--- config.mk ---
export PLATFORM = sky130hd
export DESIGN_NAME = instr_fetch_queue
export DESIGN_NICKNAME = d
export VERILOG_FILES = /design/src/rtl/fetch_pkg.sv /design/src/rtl/fetch_fifo.sv /design/src/rtl/instr_fetch_queue.sv
export SDC_FILE = /design/constraint.sdc
export NUM_CORES = 1
export LEC_CHECK = 0
export CAP_MARGIN = 40
export CORE_UTILIZATION = 40
export CTS_CLUSTER_SIZE = 24
export DETAILED_ROUTE_END_ITERATION = 6
export DONT_BUFFER_PORTS = 1
export GPL_TIMING_DRIVEN = 0
export PLACE_DENSITY_LB_ADDON = 0.05
export SKIP_LAST_GASP = 1
export SLEW_MARGIN = 20
export SYNTH_ARGS = -nofsm -noshare
export SYNTH_HDL_FRONTEND = slang
export SYNTH_SLANG_ARGS = --single-unit
--- constraint.sdc ---
create_clock -name clk_i -period 3.7 [get_ports clk_i]
set_input_delay 0.555 -clock clk_i [delete_from_list [all_inputs] [get_ports clk_i]]
set_output_delay 0.555 -clock clk_i [all_outputs]
set_load 0.02 [all_outputs]
--- src/rtl/fetch_pkg.sv ---
// Shared types and constants for the instruction fetch front-end.
package fetch_pkg;
   localparam int unsigned XLEN = 32;
   localparam logic [XLEN-1:0] PC_INC = 32'd4;

   typedef enum logic {FETCH, DRAIN} fetch_state_t;

   typedef struct packed {
      logic [XLEN-1:0] instr;
      logic [XLEN-1:0] pc;
   } fetch_entry_t;

   function automatic logic [XLEN-1:0] align_pc(input logic [XLEN-1:0] pc);
      return pc & ~32'h3;
   endfunction
endpackage

--- src/rtl/fetch_fifo.sv ---
// Synchronous FIFO holding fetched words; flush empties it in one cycle.
module fetch_fifo
   import fetch_pkg::*;
#(
   parameter int unsigned DEPTH = 4,
   parameter type T = fetch_entry_t
)(
   input  logic                   clk_i,
   input  logic                   rst_i,
   input  logic                   push_i,
   input  logic                   pop_i,
   input  logic                   flush_i,
   input  T                       push_data_i,
   output T                       head_o,
   output logic                   empty_o,
   output logic [$clog2(DEPTH):0] count_o
);
   localparam int unsigned AW = $clog2(DEPTH);

   T               mem_q [DEPTH];
   logic [AW-1:0]  wr_ptr_q, rd_ptr_q;
   logic [AW:0]    count_q;
   logic           do_push, do_pop;

   assign do_push = push_i && !flush_i && (count_q != (AW+1)'(DEPTH));
   assign do_pop  = pop_i && !flush_i && (count_q != '0);

   always_ff @(posedge clk_i) begin
      if (rst_i || flush_i) begin
         wr_ptr_q <= '0;
         rd_ptr_q <= '0;
         count_q  <= '0;
      end else begin
         if (do_push) wr_ptr_q <= wr_ptr_q + AW'(1);
         if (do_pop)  rd_ptr_q <= rd_ptr_q + AW'(1);
         count_q <= count_q + (AW+1)'(do_push) - (AW+1)'(do_pop);
      end
   end

   // Storage needs no reset: reads are only meaningful while count is nonzero.
   always_ff @(posedge clk_i) begin
      if (do_push) mem_q[wr_ptr_q] <= push_data_i;
   end

   assign head_o  = mem_q[rd_ptr_q];
   assign empty_o = (count_q == '0);
   assign count_o = count_q;
endmodule

--- src/rtl/instr_fetch_queue.sv ---
// Fetch stage: owns the PC, issues credit-limited memory requests, queues returned words.
//  state | meaning
//  FETCH | no stale responses in flight; responses are enqueued
//  DRAIN | drop_cnt > 0; responses from before a redirect are discarded
module instr_fetch_queue
   import fetch_pkg::*;
#(
   parameter int unsigned     DEPTH    = 4,
   parameter logic [XLEN-1:0] RESET_PC = 32'h0
)(
   input  logic                   clk_i,
   input  logic                   rst_i,
   output logic                   imem_req_valid_o,
   input  logic                   imem_req_ready_i,
   output logic [31:0]            imem_req_addr_o,
   input  logic                   imem_rsp_valid_i,
   input  logic [31:0]            imem_rsp_instr_i,
   input  logic                   redirect_i,
   input  logic [31:0]            redirect_pc_i,
   output logic                   instr_valid_o,
   input  logic                   instr_ready_i,
   output logic [31:0]            instr_o,
   output logic [31:0]            instr_pc_o,
   output logic [31:0]            instr_pc_plus4_o,
   output logic [$clog2(DEPTH):0] count_o
);
   localparam int unsigned CW = $clog2(DEPTH) + 1;

   fetch_state_t    state_q, state_d;
   logic [XLEN-1:0] fetch_pc_q, fetch_pc_d, rsp_pc_q, rsp_pc_d;
   logic [CW-1:0]   outst_q, outst_d, drop_q, drop_d, fifo_count;
   logic            req_fire, push, pop, fifo_empty;
   fetch_entry_t    head, push_entry;

   // Queue slots plus words in flight never exceed DEPTH, so a response always has room.
   assign imem_req_valid_o = !rst_i && !redirect_i &&
                             (({1'b0, fifo_count} + {1'b0, outst_q}) < (CW+1)'(DEPTH));
   assign imem_req_addr_o  = fetch_pc_q;
   assign req_fire         = imem_req_valid_o && imem_req_ready_i;
   assign push             = imem_rsp_valid_i && (state_q == FETCH) && !redirect_i;
   assign pop              = instr_valid_o && instr_ready_i && !redirect_i;
   assign push_entry.instr = imem_rsp_instr_i;
   assign push_entry.pc    = rsp_pc_q;

   always_comb begin
      fetch_pc_d = fetch_pc_q;
      rsp_pc_d   = rsp_pc_q;
      drop_d     = drop_q;
      state_d    = state_q;
      outst_d    = outst_q + CW'(req_fire) - CW'(imem_rsp_valid_i);
      if (redirect_i) begin
         fetch_pc_d = align_pc(redirect_pc_i);
         rsp_pc_d   = align_pc(redirect_pc_i);
         drop_d     = outst_d;
      end else begin
         if (req_fire) fetch_pc_d = fetch_pc_q + PC_INC;
         if (imem_rsp_valid_i) begin
            if (state_q == DRAIN) drop_d = drop_q - CW'(1);
            else                  rsp_pc_d = rsp_pc_q + PC_INC;
         end
      end
      case (state_q)
         FETCH:   if (drop_d != '0) state_d = DRAIN;
         DRAIN:   if (drop_d == '0) state_d = FETCH;
         default: state_d = FETCH;
      endcase
   end

   always_ff @(posedge clk_i) begin
      if (rst_i) state_q <= FETCH;
      else       state_q <= state_d;
   end

   always_ff @(posedge clk_i) begin
      if (rst_i) begin
         fetch_pc_q <= RESET_PC;
         rsp_pc_q   <= RESET_PC;
         outst_q    <= '0;
         drop_q     <= '0;
      end else begin
         fetch_pc_q <= fetch_pc_d;
         rsp_pc_q   <= rsp_pc_d;
         outst_q    <= outst_d;
         drop_q     <= drop_d;
      end
   end

   fetch_fifo #(.DEPTH(DEPTH), .T(fetch_entry_t)) u_fifo (
      .clk_i       (clk_i),
      .rst_i       (rst_i),
      .push_i      (push),
      .pop_i       (pop),
      .flush_i     (redirect_i),
      .push_data_i (push_entry),
      .head_o      (head),
      .empty_o     (fifo_empty),
      .count_o     (fifo_count)
   );

   // Data outputs read as zero while empty so nothing stale leaks to decode.
   assign instr_valid_o    = !fifo_empty;
   assign instr_o          = instr_valid_o ? head.instr : '0;
   assign instr_pc_o       = instr_valid_o ? head.pc : '0;
   assign instr_pc_plus4_o = instr_valid_o ? head.pc + PC_INC : '0;
   assign count_o          = fifo_count;
endmodule
Word level (Yosys, flattened, before mapping)
Memories as Yosys holds them, arrays and structs flattened. A register that Yosys moved wholly into a read port is not among the register bits.
Index checks and enable logic that the tools add are counted.
Storage, ports and cells
  bits in writable memories: 256
  output and inout port bits: 133
  word-level logic and storage cells: 68
  register bits: 78
  memories: 1
Memory list
  u_fifo.mem_q: depth 4, width 64, rd ports 1, clocked after memory_dff 1, wr ports 1, RTL line fetch_fifo.sv:20  | T mem_q [DEPTH];
Operators by class
  bitwise logic cells: 1
  order comparisons: 1
  multiplexer cells: 18
  add/subtract/negate cells: 11
  reduce and logical (&&, ||, !) cells: 24
  equality and inequality tests: 2
Operators with widths (number)
  two-way mux 32 bit: 8
  adder 32 x 3 -> 32 bit (second input constant): 3
  logical AND 1 bit: 11
  two-way mux 3 bit: 3
  adder 3 x 1 -> 3 bit: 2
  zero test 3 bit: 2
  nonzero test 3 bit: 2
  subtractor 3 x 1 -> 3 bit: 2
  adder 2 x 1 -> 2 bit (second input constant): 2
  adder 3 x 3 -> 4 bit: 1
  less-than comparator 4 x 3 -> 1 bit (second input constant): 1
  two-way mux 1 bit: 4
  two-way mux 2 bit: 2
  AND reduction 2 bit: 2
  nonzero test 2 bit: 2
  zero test 1 bit: 3
  != test 3 bit (second input constant): 1
  subtractor 3 x 1 -> 3 bit (second input constant): 1
  != test 2 bit (second input constant): 1
  one-hot mux 1 bit (2 select lines): 1
  OR reduction 2 bit: 1
  logical OR 1 bit: 1
  inverter 1 bit: 1

Depth between registers and ports, before layout
Gate-level depths: netlist of the first run.
  word-level depth: 10
  gate-level depth with buffers: 12
  gate-level depth less buffers: 11

Modules after synthesis
A second synthesis of the first run with hierarchy kept.
Unflattened totals
  cell total of the unflattened synthesis: 1027
  area total of the unflattened synthesis: 14689.1 um^2
Modules (own cells, without submodules)
  fetch_fifo: sequential area each 7867.5 um^2, area an instance 9795.6 um^2, times used 1, cells an instance 384
  instr_fetch_queue: sequential area each 1341.3 um^2, area an instance 4893.4 um^2, times used 1, cells an instance 643

Worst setup path before layout of the first run
Ideal clock, no wire load.
  kind: input-to-reg
  start: input port imem_rsp_valid_i
  end: memory u_fifo.mem_q[1][10] (netlist name) (enable)
  slack: 0.299 ns
  arrival: 2.974 ns
  stages: 5
  library setup time: 0.426 ns
  buffers on the path: 2
  required time: 3.274 ns
  cell sequence: nor2b_1 buf_1 o311a_1 clkbuf_1 and2_1
On the way
  longest elaborated chain between the ends: 6
Ends and longest elaborated chain
  start, declared: RTL line instr_fetch_queue.sv:16  | input logic imem_rsp_valid_i,
  logical AND 1 bit (2 in a row): RTL line instr_fetch_queue.sv:40  | assign push = imem_rsp_valid_i && (state_q == FETCH) && !redirect_i;
  logical AND 1 bit (2 in a row): RTL line fetch_fifo.sv:25  | assign do_push = push_i && !flush_i && (count_q != (AW+1)'(DEPTH));
  named net u_fifo.do_push: RTL line fetch_fifo.sv:23  | logic do_push, do_pop;
  two-way mux 1 bit: RTL line fetch_fifo.sv:42  | if (do_push) mem_q[wr_ptr_q] <= push_data_i;
  two-way mux 1 bit (not written as such): RTL line fetch_fifo.sv:42
  end, declared: RTL line fetch_fifo.sv:20
The timed path passes the listed nets, and every way through them passes these cells.

==> results.ini, run 1 <==
[clocking]
clk_pin_slew_worst_paths_ps = 60
cts_buffer_depth = 3
holdBufCountCts = 0
cts-buffers-inserted = 37
htree_levels = 2
cts_root_buf = clkbuf_16
cts_tree = built
clock_sink_count = 324
clk_latency_ps = 510

[yosys]
netlist_area_um2 = 14300
synth.distinct_cells = 56
async_flop_share_pct = 0
ys_dominant_reg_cell = edfxtp_1
synthTopCellsByArea = edfxtp_1 52%, dfxtp_1 11%, mux4_2 8.8%, and2_1 2.8%, xnor2_1 2.6%
postSynthCellCount = 1013
synth_area_per_cell_um2 = 14.1
yosys_warnings = 0
synth-edff-count = 248
ys_seq_elements = 324
synth_top_cell_by_area = edfxtp_1
yosysSeqAreaShare_pct = 62.6
synth_top_area_share_pct = 52.0

[die]
dieHeight_um = 191
dieWidth_um = 191
core_um2 = 34900
dieArea_um2 = 36600
ios = 203
rows = 68
start_util_pct = 41.1

[placement]
placed_area_um2 = 15000
gp_congestion = 0.816
hpwlAfterDp_um = 24200
io_buffers = 0

[hold_path]
hold_class = in2reg
hold_path_depth = 1
hp-start = rst_i
min_to = outst_q[0]

[global_routing]
grt_max_degree = 45
antenna_found_initial = 0
grt_pass1_vias = 8276
grt-ovfl-total = 0
grt_pass1_wl_um = 51600
grt_use_total_pct = 18.9

[finish]
layout_commonest_cell = edfxtp_1
final_cell_mix = 248 x edfxtp_1, 76 x dfxtp_1, 61 x and2_1
drive_gt1_share_pct = 15.8
final_area_um2 = 16200
area_growth_pct = 13.4
num_antenna_cells = 0
fillers = 3120
nets = 1150

[critical_path]
r2r_start = u_fifo.count_o[2]
cp_max_fo = 10
timing.rr.end = state_q
r2r_setup_slack_ps = 240
worstSetupPathType = reg2out
critPathLaunchType = flop
critPathCaptureType = output pin
required_ps = 3140
worstPathArrival_ps = 3100
reg2reg_depth = 12

[power]
pwr-share-clk_pct = 40.7
total_power_mw = 8.21
ir_worst_vdd_uv = 307
p_int_mw = 6.25
p_per_area_nw_per_um2 = 506
power_switching_share_pct = 23.8
p_seq_share_pct = 51.3
p_sw_mw = 1.96
power_leakage_nw = 5.26
pwr-share-comb_pct = 8.0

[sta]
clock.fmax_mhz = 274
drv_slew = 0
worst_slew_pin_slew_ps = 762
hold_violations = 0
fin_crit_ps = 3650
maxSlewHeadroom_pct = 48.7
post-route-period-util_pct = 98.7
rsz0062_at_grt = true
skew_ps = 13.3
finalSetupViolations = 0

[detailed_routing]
dr.pass1.iters = 7
vias_per_cell = 5.43
totalWireLength_um = 34400
routed-via-count = 8380
wl_per_cell_um = 22.3
drtIter0Drc = 420
drc = 0
ant_nets = 0

[flow_run]
cap_violations = 0

[run_status]
status = completed

==> sequential cells by signal, indices dropped and copies added, names as in the netlist, named ones only <==
name and cells:
drop_q 3, imem_req_addr_o 30, outst_q 3, rsp_pc_q 30, state_q 1, u_fifo.count_o 3
u_fifo.mem_q 248, u_fifo.rd_ptr_q 2, u_fifo.wr_ptr_q 2
==> synthesized netlist by cell type, types with 3 or more instances <==
cell type	number
mux4_2	56
and3_1	19
mux2_1	4
nor3_1	32
and2_1	65
a21boi_0	23
o31a_1	16
nand2_1	33
buf_2	10
o21ai_0	10
inv_1	47
mux4_1	6
buf_4	7
mux2i_1	3
and4_1	12
edfxtp_1	248
ha_1	14
clkbuf_1	32
o311a_1	4
nand4_1	21
or3_1	6
o21a_1	4
buf_1	6
or4_1	4
a311o_1	6
nor2_1	56
xnor2_1	43
mux2_2	7
xor2_1	10
nand3_1	28
o21bai_1	5
nor2b_1	9
nor4_1	16
a211oi_1	10
buf_6	4
dfxtp_1	76
a21oi_1	35
==> critical path: stages (launching register included) <==
cell	delay [ps]
dfxtp_1	310
buf_6	150
buf_12	160
mux4_2	420
nand4_1	280
nor3_1	610
nand3_1	180
mux2_1	470
==> power by group through the flow <==
| stage | Combinational (mW) | Sequential, mW | Clock [mW] |
|---|---|---|---|
| global route | 0.729 | 4.23 | 3.56 |
| CTS | 0.669 | 4.21 | 3.43 |
| global placement | 0.648 | 4.29 | 0 |
| detailed placement | 0.660 | 4.29 | 0 |
| finish | 0.660 | 4.21 | 3.34 |
| floorplan | 0.489 | 4.25 | 0 |
==> per-layer routing <==
metal	share of wire, %	global-route usage [%]
met5	0	0
met1	44	25.6
met2	48	30.6
met4	1.6	4.73
met3	6.9	4.22
==> kinds of logic (layout without fill, tap and decap cells) <==
logic type | count (synthesis) | in the layout | synth area share (%)
compound gates | 121 | 121 | 5.88
xor+xnor | 53 | 53 | 3.24
fa+ha+maj | 16 | 16 | 1.50
buf+inv | 108 | 178 | 3.42
flops | 324 | 324 | 62.6
mux | 76 | 76 | 11.0
other cells | 1 | 6 | 0.0262
simple gates | 314 | 314 | 12.3
==> how the worst max path moves through the flow <==
stage,cells past startpoint,to,startpoint
after CTS,8,instr_pc_plus4_o[21],flop
after floorplan,5,u_fifo.mem_q[1][10],imem_rsp_valid_i
after global placement,5,u_fifo.mem_q[0][57],imem_rsp_valid_i
after global routing,8,instr_pc_plus4_o[21],flop
final,7,instr_pc_plus4_o[27],flop
after detailed placement,12,state_q,u_fifo.count_o[2]
==> timing repair <==
item	4_1_cts	5_1_grt
gates resized for setup	8	19
setup endpoints to repair	15	25
pin swaps	1	1
buffers inserted	2	0
==> stage by stage <==
step / instances / utilization (%) / TNS (ps) / hold slack, ps / setup WS (ps)
floorplan: 1018 / - / 0 / 475 / 299
global placement: 1473 / 42.7 / -344570 / 521 / -1340
detailed placement: 1478 / 43.1 / 0 / 520 / 141
CTS: 1543 / 46.4 / -0.314 / 97.0 / -0.314
global route: 1543 / 46.5 / -40.4 / 104 / -33.3
finish: 1543 / 46.5 / 0 / 119 / 46.8
==> layout make-up <==
type | instances | area, um2 | area share [%]
Clock buffer | 51 | 1030 | 6.37
Sequential cell | 324 | 8970 | 55.2
Timing Repair Buffer | 7 | 110 | 0.678
Clock inverter | 12 | 61.3 | 0.378
Inverter | 48 | 180 | 1.11
Multi-Input combinational cell | 586 | 4990 | 30.8
Buffer | 60 | 318 | 1.96
Tap cell | 455 | 569 | 3.51
No activity file was read; power rests on OpenSTA's default activity.
==> inputs of run 2 (changes only) <==
==> constraint.sdc (replaced) <==
create_clock -name clk_i -period 3.4 [get_ports clk_i]
set_input_delay 0.51 -clock clk_i [delete_from_list [all_inputs] [get_ports clk_i]]
set_output_delay 0.51 -clock clk_i [all_outputs]
set_load 0.02 [all_outputs]
==> results.ini, run 2 (synthesis results as in run 1) <==
[critical_path]
cp_max_fo = 8
worstPathArrival_ps = 2880
critPathLaunchType = flop
worstSetupPathType = reg2out
required_ps = 2890
critPathCaptureType = output pin

[finish]
drive_gt1_share_pct = 21.0
nets = 1183
num_antenna_cells = 0
largest-register = u_fifo.mem_q
largest_reg_flops = 248
layout_commonest_cell = edfxtp_1
area_growth_pct = 16.6
final_cell_mix = 248 x edfxtp_1, 74 x dfxtp_1, 61 x and2_1

[detailed_routing]
vias_per_cell = 5.41
ant_nets = 0
totalWireLength_um = 34700
wl_met2_um = 16500
top_layer_used = met4
drc = 0
wl_met1_um = 15400
dr.pass1.iters = 5
drtIter0Drc = 404
routed-via-count = 8520
routed-wl-met3_um = 2250
wl_per_cell_um = 22.0

[die]
ios = 203
dieArea_um2 = 36600
rows = 68
dieHeight_um = 191
core_um2 = 34900
dieWidth_um = 191
start_util_pct = 41.1

[placement]
io_buffers = 0
gp_congestion = 0.816
pre_cts_ws_ps = -159
hpwlAfterDp_um = 24200

[sta]
fin_crit_ps = 3390
setup_slack_ps = 5.82
rsz0062_at_grt = true
finalSetupViolations = 0
drv_slew = 0
skew_ps = 12.8
hold_violations = 0
post-route-period-util_pct = 99.8
worst_slew_pin_slew_ps = 806
maxSlewHeadroom_pct = 45.8
clock.fmax_mhz = 295
hold_ws_ps = 75.2

[global_routing]
grt_pass1_vias = 8422
antenna_found_initial = 0
grt-ovfl-total = 0
grt_pass1_wl_um = 52200
grt_use_total_pct = 19.1
grt_max_degree = 45

[run_status]
status = completed

[power]
p_per_area_nw_per_um2 = 537
total_power_mw = 8.97
ir_worst_vdd_uv = 328
power_leakage_nw = 5.59

[clocking]
cts-buffers-inserted = 37
cts_tree = built
htree_levels = 2
cts_buffer_depth = 3
cts_root_buf = clkbuf_16
clock_sink_count = 324
clk_pin_slew_worst_paths_ps = 60
clk_latency_ps = 510
holdBufCountCts = 0

[flow_run]
cap_violations = 0

[hold_path]
hold_class = in2reg

run 2: what timing repair did:
action / 4_1_cts / 5_1_grt
buffers inserted: 13 / 24
setup endpoints to repair: 57 / 57
pin swaps: 10 / 14
gates resized for setup: 44 / 45
gates cloned: 0 / 1
run 2: final cells by class:
cell class	count	area (um2)
Clock inverter	12	61.3
Buffer	57	325
Multi-Input combinational cell	586	5140
Sequential cell	324	8970
Inverter	48	180
Tap cell	455	569
Clock buffer	51	1030
Timing Repair Buffer	43	413
Fill cell	3088	18200
run 2: layer usage:
layer | GRT usage, % | up-vias
met4 | 5.22 | 0
met2 | 31.0 | 242
met3 | 4.35 | 39
met5 | 0 | -
met1 | 25.6 | 4235
li1 | - | 4004
run 2: worst paths after layout:
path,start,slack [ps],end,cells after the start
worst max-delay path,flop,6,instr_pc_plus4_o[21],8
worst max register to register,u_fifo.count_o[1],290,state_q,12
worst min register to register,u_fifo.rd_ptr_q[1],540,u_fifo.rd_ptr_q[1],2
worst min-delay path,rst_i,80,outst_q[0],1
run 2: critical path: stages (launching register included):
cell and delay (ps):
dfxtp_2 320, buf_6 140, buf_12 130, mux4_2 400, nand4_1 110, buf_6 150, or3_4 490, nor3_4 260
mux2_4 370
run 2: report_power, final:
group          switching, mW  leakage (nW)  internal (mW)
Combinational          0.471          2.17          0.288
Sequential             0.159          2.89           4.42
Clock                   1.50         0.539           2.12
Total                   2.13          5.59           6.83
run 2: stage by stage:
| step | cells | util (%) | instance area [um2] | TNS, ps |
|---|---|---|---|---|
| 5_1_grt | 1576 | 47.9 | 16700 | -446 |
| 4_1_cts | 1553 | 46.9 | 16400 | -1060 |
| 3_5_place_dp | 1478 | 43.1 | 15000 | -246 |
| 6_report | 1576 | 47.9 | 16700 | 0 |
| 2_1_floorplan | 1018 | - | 14300 | 0 |
| 3_3_place_gp | 1473 | 42.7 | 14900 | -430670 |
